File: src/rtl/pipe_hazard_ctrl_if.sv
// ID-stage hazard interface: pipeline-side hazard inputs and the controller's
// forwarding/stall/flush decisions.
interface pipe_hazard_ctrl_if;
  logic [4:0]  drs;
  logic [4:0]  drt;
  logic        duse_rs;
  logic        duse_rt;
  logic        dmd;
  logic        dbranch_taken;
  logic [4:0]  ern;
  logic        ewreg;
  logic        em2reg;
  logic [4:0]  mrn;
  logic        mwreg;
  logic        mm2reg;
  logic [1:0]  fwda;
  logic [1:0]  fwdb;
  logic        wpcir;
  logic        dbubble;
  logic        flush_ifid;
  logic        md_busy;
  logic [15:0] stall_cnt;

  modport master (
    output drs, drt, duse_rs, duse_rt, dmd, dbranch_taken,
    output ern, ewreg, em2reg, mrn, mwreg, mm2reg,
    input  fwda, fwdb, wpcir, dbubble, flush_ifid, md_busy, stall_cnt
  );

  modport slave (
    input  drs, drt, duse_rs, duse_rt, dmd, dbranch_taken,
    input  ern, ewreg, em2reg, mrn, mwreg, mm2reg,
    output fwda, fwdb, wpcir, dbubble, flush_ifid, md_busy, stall_cnt
  );
endinterface

File: src/rtl/pipe_hazard_ctrl.sv
// Hazard controller beside the ID stage: operand forwarding, load-use stalls,
// multi-cycle mul/div hold, taken-branch IF/ID flush and a saturating stall counter.
module pipe_hazard_ctrl #(
  parameter int unsigned MD_LAT = 8
) (
  input  logic              clock,
  input  logic              reset,
  pipe_hazard_ctrl_if.slave hz
);

  typedef enum logic [0:0] {StRun, StMdBusy} state_e;

  localparam logic [7:0] MdcInit = 8'(MD_LAT - 1);

  state_e      state_q;
  logic [7:0]  mdc_q;
  logic        md_busy_q;
  logic [15:0] stall_cnt_q;

  logic        lu;
  logic        issue_md;

  // EX result has priority over anything in MEM; r0 never forwards.
  function automatic logic [1:0] fwd_sel(
    input logic [4:0] src,
    input logic [4:0] ern, input logic ewreg, input logic em2reg,
    input logic [4:0] mrn, input logic mwreg, input logic mm2reg
  );
    if (ewreg && (ern != 5'd0) && (ern == src) && !em2reg) return 2'b01;
    if (mwreg && (mrn != 5'd0) && (mrn == src) && mm2reg)  return 2'b11;
    if (mwreg && (mrn != 5'd0) && (mrn == src))            return 2'b10;
    return 2'b00;
  endfunction

  always_comb begin
    lu = hz.ewreg && hz.em2reg && (hz.ern != 5'd0) &&
         ((hz.duse_rs && (hz.ern == hz.drs)) || (hz.duse_rt && (hz.ern == hz.drt)));

    hz.fwda       = 2'b00;
    hz.fwdb       = 2'b00;
    hz.wpcir      = 1'b1;
    hz.dbubble    = 1'b0;
    hz.flush_ifid = 1'b0;
    issue_md      = 1'b0;

    if (reset) begin
      hz.wpcir   = 1'b0;
      hz.dbubble = 1'b1;
    end else begin
      hz.fwda = fwd_sel(hz.drs, hz.ern, hz.ewreg, hz.em2reg, hz.mrn, hz.mwreg, hz.mm2reg);
      hz.fwdb = fwd_sel(hz.drt, hz.ern, hz.ewreg, hz.em2reg, hz.mrn, hz.mwreg, hz.mm2reg);
      if (state_q == StMdBusy || lu) begin
        hz.wpcir   = 1'b0;
        hz.dbubble = 1'b1;
      end else begin
        hz.flush_ifid = hz.dbranch_taken;
        issue_md      = hz.dmd;
      end
    end
  end

  always_ff @(posedge clock or posedge reset) begin
    if (reset) begin
      state_q     <= StRun;
      mdc_q       <= 8'd0;
      md_busy_q   <= 1'b0;
      stall_cnt_q <= 16'd0;
    end else begin
      if (!hz.wpcir && (stall_cnt_q != 16'hFFFF)) begin
        stall_cnt_q <= stall_cnt_q + 16'd1;
      end
      unique case (state_q)
        StRun: begin
          if (issue_md) begin
            state_q   <= StMdBusy;
            mdc_q     <= MdcInit;
            md_busy_q <= 1'b1;
          end
        end
        StMdBusy: begin
          mdc_q <= mdc_q - 8'd1;
          // <= also recovers from a zero count so the FSM can never stick busy.
          if (mdc_q <= 8'd1) begin
            state_q   <= StRun;
            md_busy_q <= 1'b0;
          end
        end
        default: begin
          state_q   <= StRun;
          md_busy_q <= 1'b0;
        end
      endcase
    end
  end

  assign hz.md_busy   = md_busy_q;
  assign hz.stall_cnt = stall_cnt_q;

endmodule

File: src/flat_wrapper.sv
// flat-port wrapper written by rule: the top's interface ports become plain ports
module pipe_hazard_ctrl_flat 
#(
  parameter int unsigned MD_LAT = 8
)
  (clock, reset, hz_drs, hz_drt, hz_duse_rs, hz_duse_rt, hz_dmd, hz_dbranch_taken, hz_ern, hz_ewreg, hz_em2reg, hz_mrn, hz_mwreg, hz_mm2reg, hz_fwda, hz_fwdb, hz_wpcir, hz_dbubble, hz_flush_ifid, hz_md_busy, hz_stall_cnt);
  pipe_hazard_ctrl_if hz_i ();
  input  logic clock;
  input  logic reset;
  input wire logic [$bits(hz_i.drs)-1:0] hz_drs;
  input wire logic [$bits(hz_i.drt)-1:0] hz_drt;
  input wire logic [$bits(hz_i.duse_rs)-1:0] hz_duse_rs;
  input wire logic [$bits(hz_i.duse_rt)-1:0] hz_duse_rt;
  input wire logic [$bits(hz_i.dmd)-1:0] hz_dmd;
  input wire logic [$bits(hz_i.dbranch_taken)-1:0] hz_dbranch_taken;
  input wire logic [$bits(hz_i.ern)-1:0] hz_ern;
  input wire logic [$bits(hz_i.ewreg)-1:0] hz_ewreg;
  input wire logic [$bits(hz_i.em2reg)-1:0] hz_em2reg;
  input wire logic [$bits(hz_i.mrn)-1:0] hz_mrn;
  input wire logic [$bits(hz_i.mwreg)-1:0] hz_mwreg;
  input wire logic [$bits(hz_i.mm2reg)-1:0] hz_mm2reg;
  output wire logic [$bits(hz_i.fwda)-1:0] hz_fwda;
  output wire logic [$bits(hz_i.fwdb)-1:0] hz_fwdb;
  output wire logic [$bits(hz_i.wpcir)-1:0] hz_wpcir;
  output wire logic [$bits(hz_i.dbubble)-1:0] hz_dbubble;
  output wire logic [$bits(hz_i.flush_ifid)-1:0] hz_flush_ifid;
  output wire logic [$bits(hz_i.md_busy)-1:0] hz_md_busy;
  output wire logic [$bits(hz_i.stall_cnt)-1:0] hz_stall_cnt;
  assign hz_i.drs = hz_drs;
  assign hz_i.drt = hz_drt;
  assign hz_i.duse_rs = hz_duse_rs;
  assign hz_i.duse_rt = hz_duse_rt;
  assign hz_i.dmd = hz_dmd;
  assign hz_i.dbranch_taken = hz_dbranch_taken;
  assign hz_i.ern = hz_ern;
  assign hz_i.ewreg = hz_ewreg;
  assign hz_i.em2reg = hz_em2reg;
  assign hz_i.mrn = hz_mrn;
  assign hz_i.mwreg = hz_mwreg;
  assign hz_i.mm2reg = hz_mm2reg;
  assign hz_fwda = hz_i.fwda;
  assign hz_fwdb = hz_i.fwdb;
  assign hz_wpcir = hz_i.wpcir;
  assign hz_dbubble = hz_i.dbubble;
  assign hz_flush_ifid = hz_i.flush_ifid;
  assign hz_md_busy = hz_i.md_busy;
  assign hz_stall_cnt = hz_i.stall_cnt;
  pipe_hazard_ctrl #(.MD_LAT(MD_LAT)) u_core (.clock(clock), .reset(reset), .hz(hz_i));
endmodule
File: config.mk
export PLATFORM = sky130hd
export DESIGN_NAME = pipe_hazard_ctrl_flat
export DESIGN_NICKNAME = d
export VERILOG_FILES = /design/src/rtl/pipe_hazard_ctrl_if.sv /design/src/rtl/pipe_hazard_ctrl.sv /design/src/flat_wrapper.sv
export SDC_FILE = /design/constraint.sdc
export NUM_CORES = 1
export LEC_CHECK = 0
export CAP_MARGIN = 20
export CORE_MARGIN = 8
export CORE_UTILIZATION = 42
export DETAILED_ROUTE_END_ITERATION = 12
export DONT_BUFFER_PORTS = 1
export GPL_TIMING_DRIVEN = 0
export SKIP_LAST_GASP = 1
export SLEW_MARGIN = 20
export SYNTH_ARGS = -nofsm -noshare
export SYNTH_HDL_FRONTEND = slang
export SYNTH_SLANG_ARGS = --single-unit
File: constraint.sdc
create_clock -name clock -period 4.8 [get_ports clock]
set_input_delay 1.44 -clock clock [delete_from_list [all_inputs] [get_ports clock]]
set_output_delay 1.44 -clock clock [all_outputs]
set_load 0.05 [all_outputs]
Word-level counts from Yosys, hierarchy flattened
Cells that the tools add are included.

storage, ports and cells
  register bits = 26
  logic and storage cells = 86

operators by class
  mux-type cells = 48
  reduce and logical (&&, ||, !) cells = 23
  equal/unequal tests = 7
  bitwise gates (word level) = 1
  $add $sub $neg = 2
  order comparisons = 1

operator list
  cell                                                                              count
  1-bit 2-to-1 mux                                                                  30
  2-bit 2-to-1 mux                                                                  14
  5-bit equality test                                                               4
  16-bit by 1-bit adder with 16-bit output, second input constant                   1
  1-bit logical AND                                                                 16
  16-bit inequality test, second input constant                                     1
  8-bit case mux with 2 select lines                                                1
  5-bit nonzero test                                                                2
  8-bit by 1-bit less-or-equal comparator with 1-bit output, second input constant  1
  8-bit 2-to-1 mux                                                                  1
  8-bit by 1-bit subtractor with 8-bit output, second input constant                1
  1-bit case mux with 2 select lines                                                2
  1-bit logical NOT                                                                 2
  1-bit logical OR                                                                  2
  2-bit by 1-bit inequality test with 1-bit output, second input constant           1
  2-bit inequality test, second input constant                                      1
  2-bit AND reduction                                                               1
  1-bit NOT                                                                         1

Logic depth before layout (Yosys ltp)
  depth after elaboration = 15
  depth in mapped cells = 8
  mapped depth without buffers = 8

Worst setup path before layout
No wires, ideal clock.

  path kind = input port to output port
  start = input hz_ern[3]
  end = output hz_fwdb[0]
  data arrival time = 3.556 ns
  setup slack = -0.196 ns
  data required time = 3.360 ns
  stages on the path = 4
  path through = xor2_1 -> nor3_1 -> nand2_1 -> o41ai_1

on the way
  longest elaborated chain between the ends = 8
  elaborated cells between the ends (all ways) = 9
  those cells by class = eq/ne (1); mux (4); reduce/logical (4)

RTL lines
  element                             RTL line                text
  start, declared                     flat_wrapper.sv:16      input wire logic [$bits(hz_i.ern)-1:0] hz_ern;
  5-bit nonzero test                  pipe_hazard_ctrl.sv:29  if (ewreg && (ern != 5'd0) && (ern == src) && !em2reg) return 2'b01;
  1-bit logical AND                   pipe_hazard_ctrl.sv:29
  1-bit logical AND (*) (2 in a row)  pipe_hazard_ctrl.sv:29
  1-bit 2-to-1 mux (*)                pipe_hazard_ctrl.sv:29
  1-bit 2-to-1 mux (*)                pipe_hazard_ctrl.sv:46  if (reset) begin
  2-bit 2-to-1 mux (*)                pipe_hazard_ctrl.sv:30  if (mwreg && (mrn != 5'd0) && (mrn == src) && mm2reg) return 2'b11;
  2-bit 2-to-1 mux (*)                pipe_hazard_ctrl.sv:46
  end, declared                       flat_wrapper.sv:23      output wire logic [$bits(hz_i.fwdb)-1:0] hz_fwdb;

Mark *: on every way between the ends. The rest lies on a longest branch, timed or not. The select of a mux whose other input is x is not followed.

Final worst setup path
  start = input hz_ern[0]
  end = output hz_dbubble

on the way
  longest elaborated chain between the ends = 7
  elaborated cells between the ends (all ways) = 11
  those cells by class = eq/ne (2); mux (2); reduce/logical (7)

RTL lines
  element                RTL line                text
  5-bit equality test    pipe_hazard_ctrl.sv:37  ((hz.duse_rs && (hz.ern == hz.drs)) || (hz.duse_rt && (hz.ern == hz.drt)));
  1-bit logical AND      pipe_hazard_ctrl.sv:37
  1-bit logical OR       pipe_hazard_ctrl.sv:37
  1-bit logical AND (*)  pipe_hazard_ctrl.sv:36  lu = hz.ewreg && hz.em2reg && (hz.ern != 5'd0) &&
  1-bit logical OR (*)   pipe_hazard_ctrl.sv:52  if (state_q == StMdBusy || lu) begin
  1-bit 2-to-1 mux (*)   pipe_hazard_ctrl.sv:52
  1-bit 2-to-1 mux (*)   pipe_hazard_ctrl.sv:46
  end, declared          flat_wrapper.sv:25      output wire logic [$bits(hz_i.dbubble)-1:0] hz_dbubble;

Mark *: on every way between the ends. The rest lies on a longest branch, timed or not.

==> impl_results.md <==
- Crit path max-delay cell type: or4_1
- Synth top area cells: dfrtp_1 (41%), xor2_1 (14%), xnor2_1 (6.1%), nor3_1 (3.8%), nand3_1 (2.9%)
- Final period demand of the worst path: around 4.6 ns
- DRC: 0
- Min-Delay Path Class: reg2reg
- Final instance area: ~0.0017 mm²
- Critical Path RT: roughly 3.4 ns
- Clock Sinks: 26
- Die H: 77.24 µm
- Synth area leader: dfrtp_1
- Period utilization: between 90% and 100%
- CTS tree: done
- Clock insertion delay at the later pin of the skew report: ~0.26 ns
- Cell count after placement: between 200 and 250
- # hold bufs at CTS: 0
- Syn Std Cell Area: 0.001575 mm²
- WL/cell: between 15 and 20 µm
- Area delta synth->final: 10.17%
- Sw Ratio: between 40 and 50%
- Clk slew on worst S/H paths: ~0.08 ns
- Yosys reg bits: 26
- Post-Syn Nets: around 200
- Post_cts resized: 1
- HPWL after detailed placement: 2.933 mm
- Clk_skew: about 0.0037 ns
- Worst IR drop on VDD: ~0.36 mV
- Die W: just under 80 µm
- Setup slack after layout: 0.2420 ns
- Layout fillers: between 300 and 400
- Pins Over Slew Limit: 0
- Clk pwr share: 14.7%
- Hold Slack: ~0.5 ns
- RSZ-0062 raised after global routing: false
- Cells after synthesis: between 150 and 200
- Clk root buf: clkbuf_8
- Total negative setup slack: 0 ns
- CP cell instances: or4_1, o21ai_2, a211o_1, and2_4, inv_1
- Avg Inst Size Synth: approximately 9.6 µm²
- Share of post-route cells with drive strength above 1: approximately 8.3%
- Placer Congestion: between 0.7 and 0.8
- Total number of vias: 1198
- Post-DP Area: between 0.0015 and 0.002 mm²
- P_int: 0.0004900 W
- Seq/Total Area, Yosys: between 40% and 50%
- Share of the synthesized area in the top cell type: 41.30%
- Final setup viols: 0
- Drt pass-1 iters: 4
- Synthesis Warnings: 0
- Combinational fraction of design power: 30.3%
- Starting Density: between 40% and 50%
- H-tree depth: 1
- Critical Path End Type: output port
- Pre-CTS worst setup slack: -0.1397 ns
- Vias in the first global route: roughly 1200
- All-layer global routing usage: between 10% and 20%
- First-pass GRT wire length: between 5 and 6 mm
- Worst slew margin: between 40% and 50%
- Leak: 0.7783 nW
- Critical path arrival: 3.12 ns
- Startpoint Class: input pin
- Fin. Hold Viols: 0
- Unique masters post-synth: 36
- # diodes: 0
- Clock Path Buffers: 2
- Crit path kind: in2out
- Max cap viols: 0
- Total die area: ~0.006 mm²
- Least-Margin Pin Slew: between 0.7 and 0.8 ns
- Largest net degree at the start of global routing: 28
- Status: complete, no violations
- Initial drt markers: between 70 and 80
- Net switching power: about 0.00045 W
- Non-Filler Instances: around 220
- CP Max Fanout: 5
- Row cnt: 22
- Post-CTS setup buffer count: 0
- Core footprint: approximately 0.0036 mm²
- Sequential fraction of design power: approximately 55%
- Pwr per Cell Area: ~540 mW/mm²
- CTS Buf Count: 3
- Final ANT Viol Nets: 0
- Fin nets: a little over 200
- CP max stage delay: about 0.54 ns
- IO Pins: 54
- GR Overflow Total: 0
- Port bufs: 0
- Antenna violations before repair: 0
- Max Clk Rate: around 0.22 GHz
- Vias/cell: roughly 5.5
- Routed wire length: between 3 and 4 mm
[critical path, delay by kind of cell]
kind	cells	cell delay, ns
simple gates	2	0.83
buf+inv	1	0.26
compound gates	2	0.57
[sequential cells by signal, indices dropped and copies added (netlist names)]
signal	flops
u_core.hz.md_busy	1
u_core.mdc_q	8
u_core.state_q	1
u_core.hz.stall_cnt	16
[path summary, 6_finish.rpt]
kind                                              from                       to  slack (ns)  depth (start not counted)
worst max-delay path                         hz_ern[0]               hz_dbubble        0.24                          5
worst min-delay path                   u_core.mdc_q[7]          u_core.mdc_q[7]        0.50                          1
worst max register to register  u_core.hz.stall_cnt[5]   u_core.hz.stall_cnt[1]        2.01                          7
worst min register to register         u_core.mdc_q[7]          u_core.mdc_q[7]        0.50                          1
max in group asynchronous                        reset          u_core.mdc_q[3]        3.37                          1
min in group asynchronous                        reset  u_core.hz.stall_cnt[15]        1.09                          1
[power by group through the flow]
| stage | Clock [W] | Combinational [W] | Sequential, W |
|---|---|---|---|
| floorplan | 0 | 0.000241 | 0.000496 |
| finish | 0.000137 | 0.000284 | 0.000515 |
| global placement | 0 | 0.000273 | 0.000518 |
| global route | 0.000155 | 0.000317 | 0.000529 |
| detailed placement | 0 | 0.000286 | 0.000522 |
| CTS | 0.000144 | 0.000288 | 0.000517 |
[cell families (layout without fill, tap and decap cells)]
logic type                 count (synthesis)  after routing  synth area share, %
xor gates and xnor gates                  37             37                20.57
adders and majority gates                  3              3                2.383
DFF                                       26             26                41.30
muxes                                      4              4                2.939
AOI/OAI and AO/OA                         19             19                9.056
and+or+nand+nor                           63             63                20.81
buffers and inverters                     12             16                2.939
[cell type report]
class | instances | area (µm²) | area share (%)
inverter | 10 | 41.29 | 2.379
sequential | 26 | 650.6 | 37.49
multi-input combinational | 126 | 919.6 | 52.99
clock buffer | 4 | 55.05 | 3.172
buffer | 2 | 8.758 | 0.5047
tap | 48 | 60.06 | 3.461
[Yosys cell counts]
library cell / count
dfrtp_1: 26
nor4_1: 5
inv_1: 10
o31a_1: 1
nor2_1: 10
and2_4: 1
and3_1: 2
o22ai_1: 1
mux2_1: 1
nor3_2: 1
o21ai_1: 1
o311a_1: 2
clkbuf_1: 1
a22oi_1: 1
buf_2: 1
nand4_1: 5
o21ai_0: 1
mux2_4: 1
or3_1: 3
a21oi_1: 4
nor2b_1: 1
mux2i_1: 2
nand3_1: 9
nand2_1: 12
ha_1: 3
xor2_1: 26
a21bo_2: 1
a22o_1: 2
or4_1: 1
a211o_1: 1
or4b_4: 1
nor3_1: 12
xnor2_1: 11
a2bb2oi_1: 1
o21a_1: 1
o41ai_1: 2
[routing by layer]
metal  GRT usage [%]  wire length [µm]
met1           13.85              1484
met2           20.81              1929
met3           3.730               193
met4           2.830                36
met5               0                 0
[stage by stage]
step	utilization [%]	power, W
CTS	47.66	0.0009490
global route	47.76	0.001001
global placement	45.42	0.0007904
detailed placement	46.04	0.0008081
finish	47.76	0.0009367
floorplan	-	0.0007377
[cells in the final DEF, fill, tap and decap left out, types with 2 or more instances in the layout]
cell type / count
xor2_1: 26
dfrtp_1: 26
nand2_1: 12
nor3_1: 12
xnor2_1: 11
nor2_1: 10
nand3_1: 9
inv_1: 9
nand4_1: 5
nor4_1: 5
a21oi_1: 4
clkbuf_8: 4
or3_1: 3
ha_1: 3
mux2i_1: 2
a22o_1: 2
o311a_1: 2
o41ai_4: 2
and3_1: 2
(Power assumes the default switching activity.)
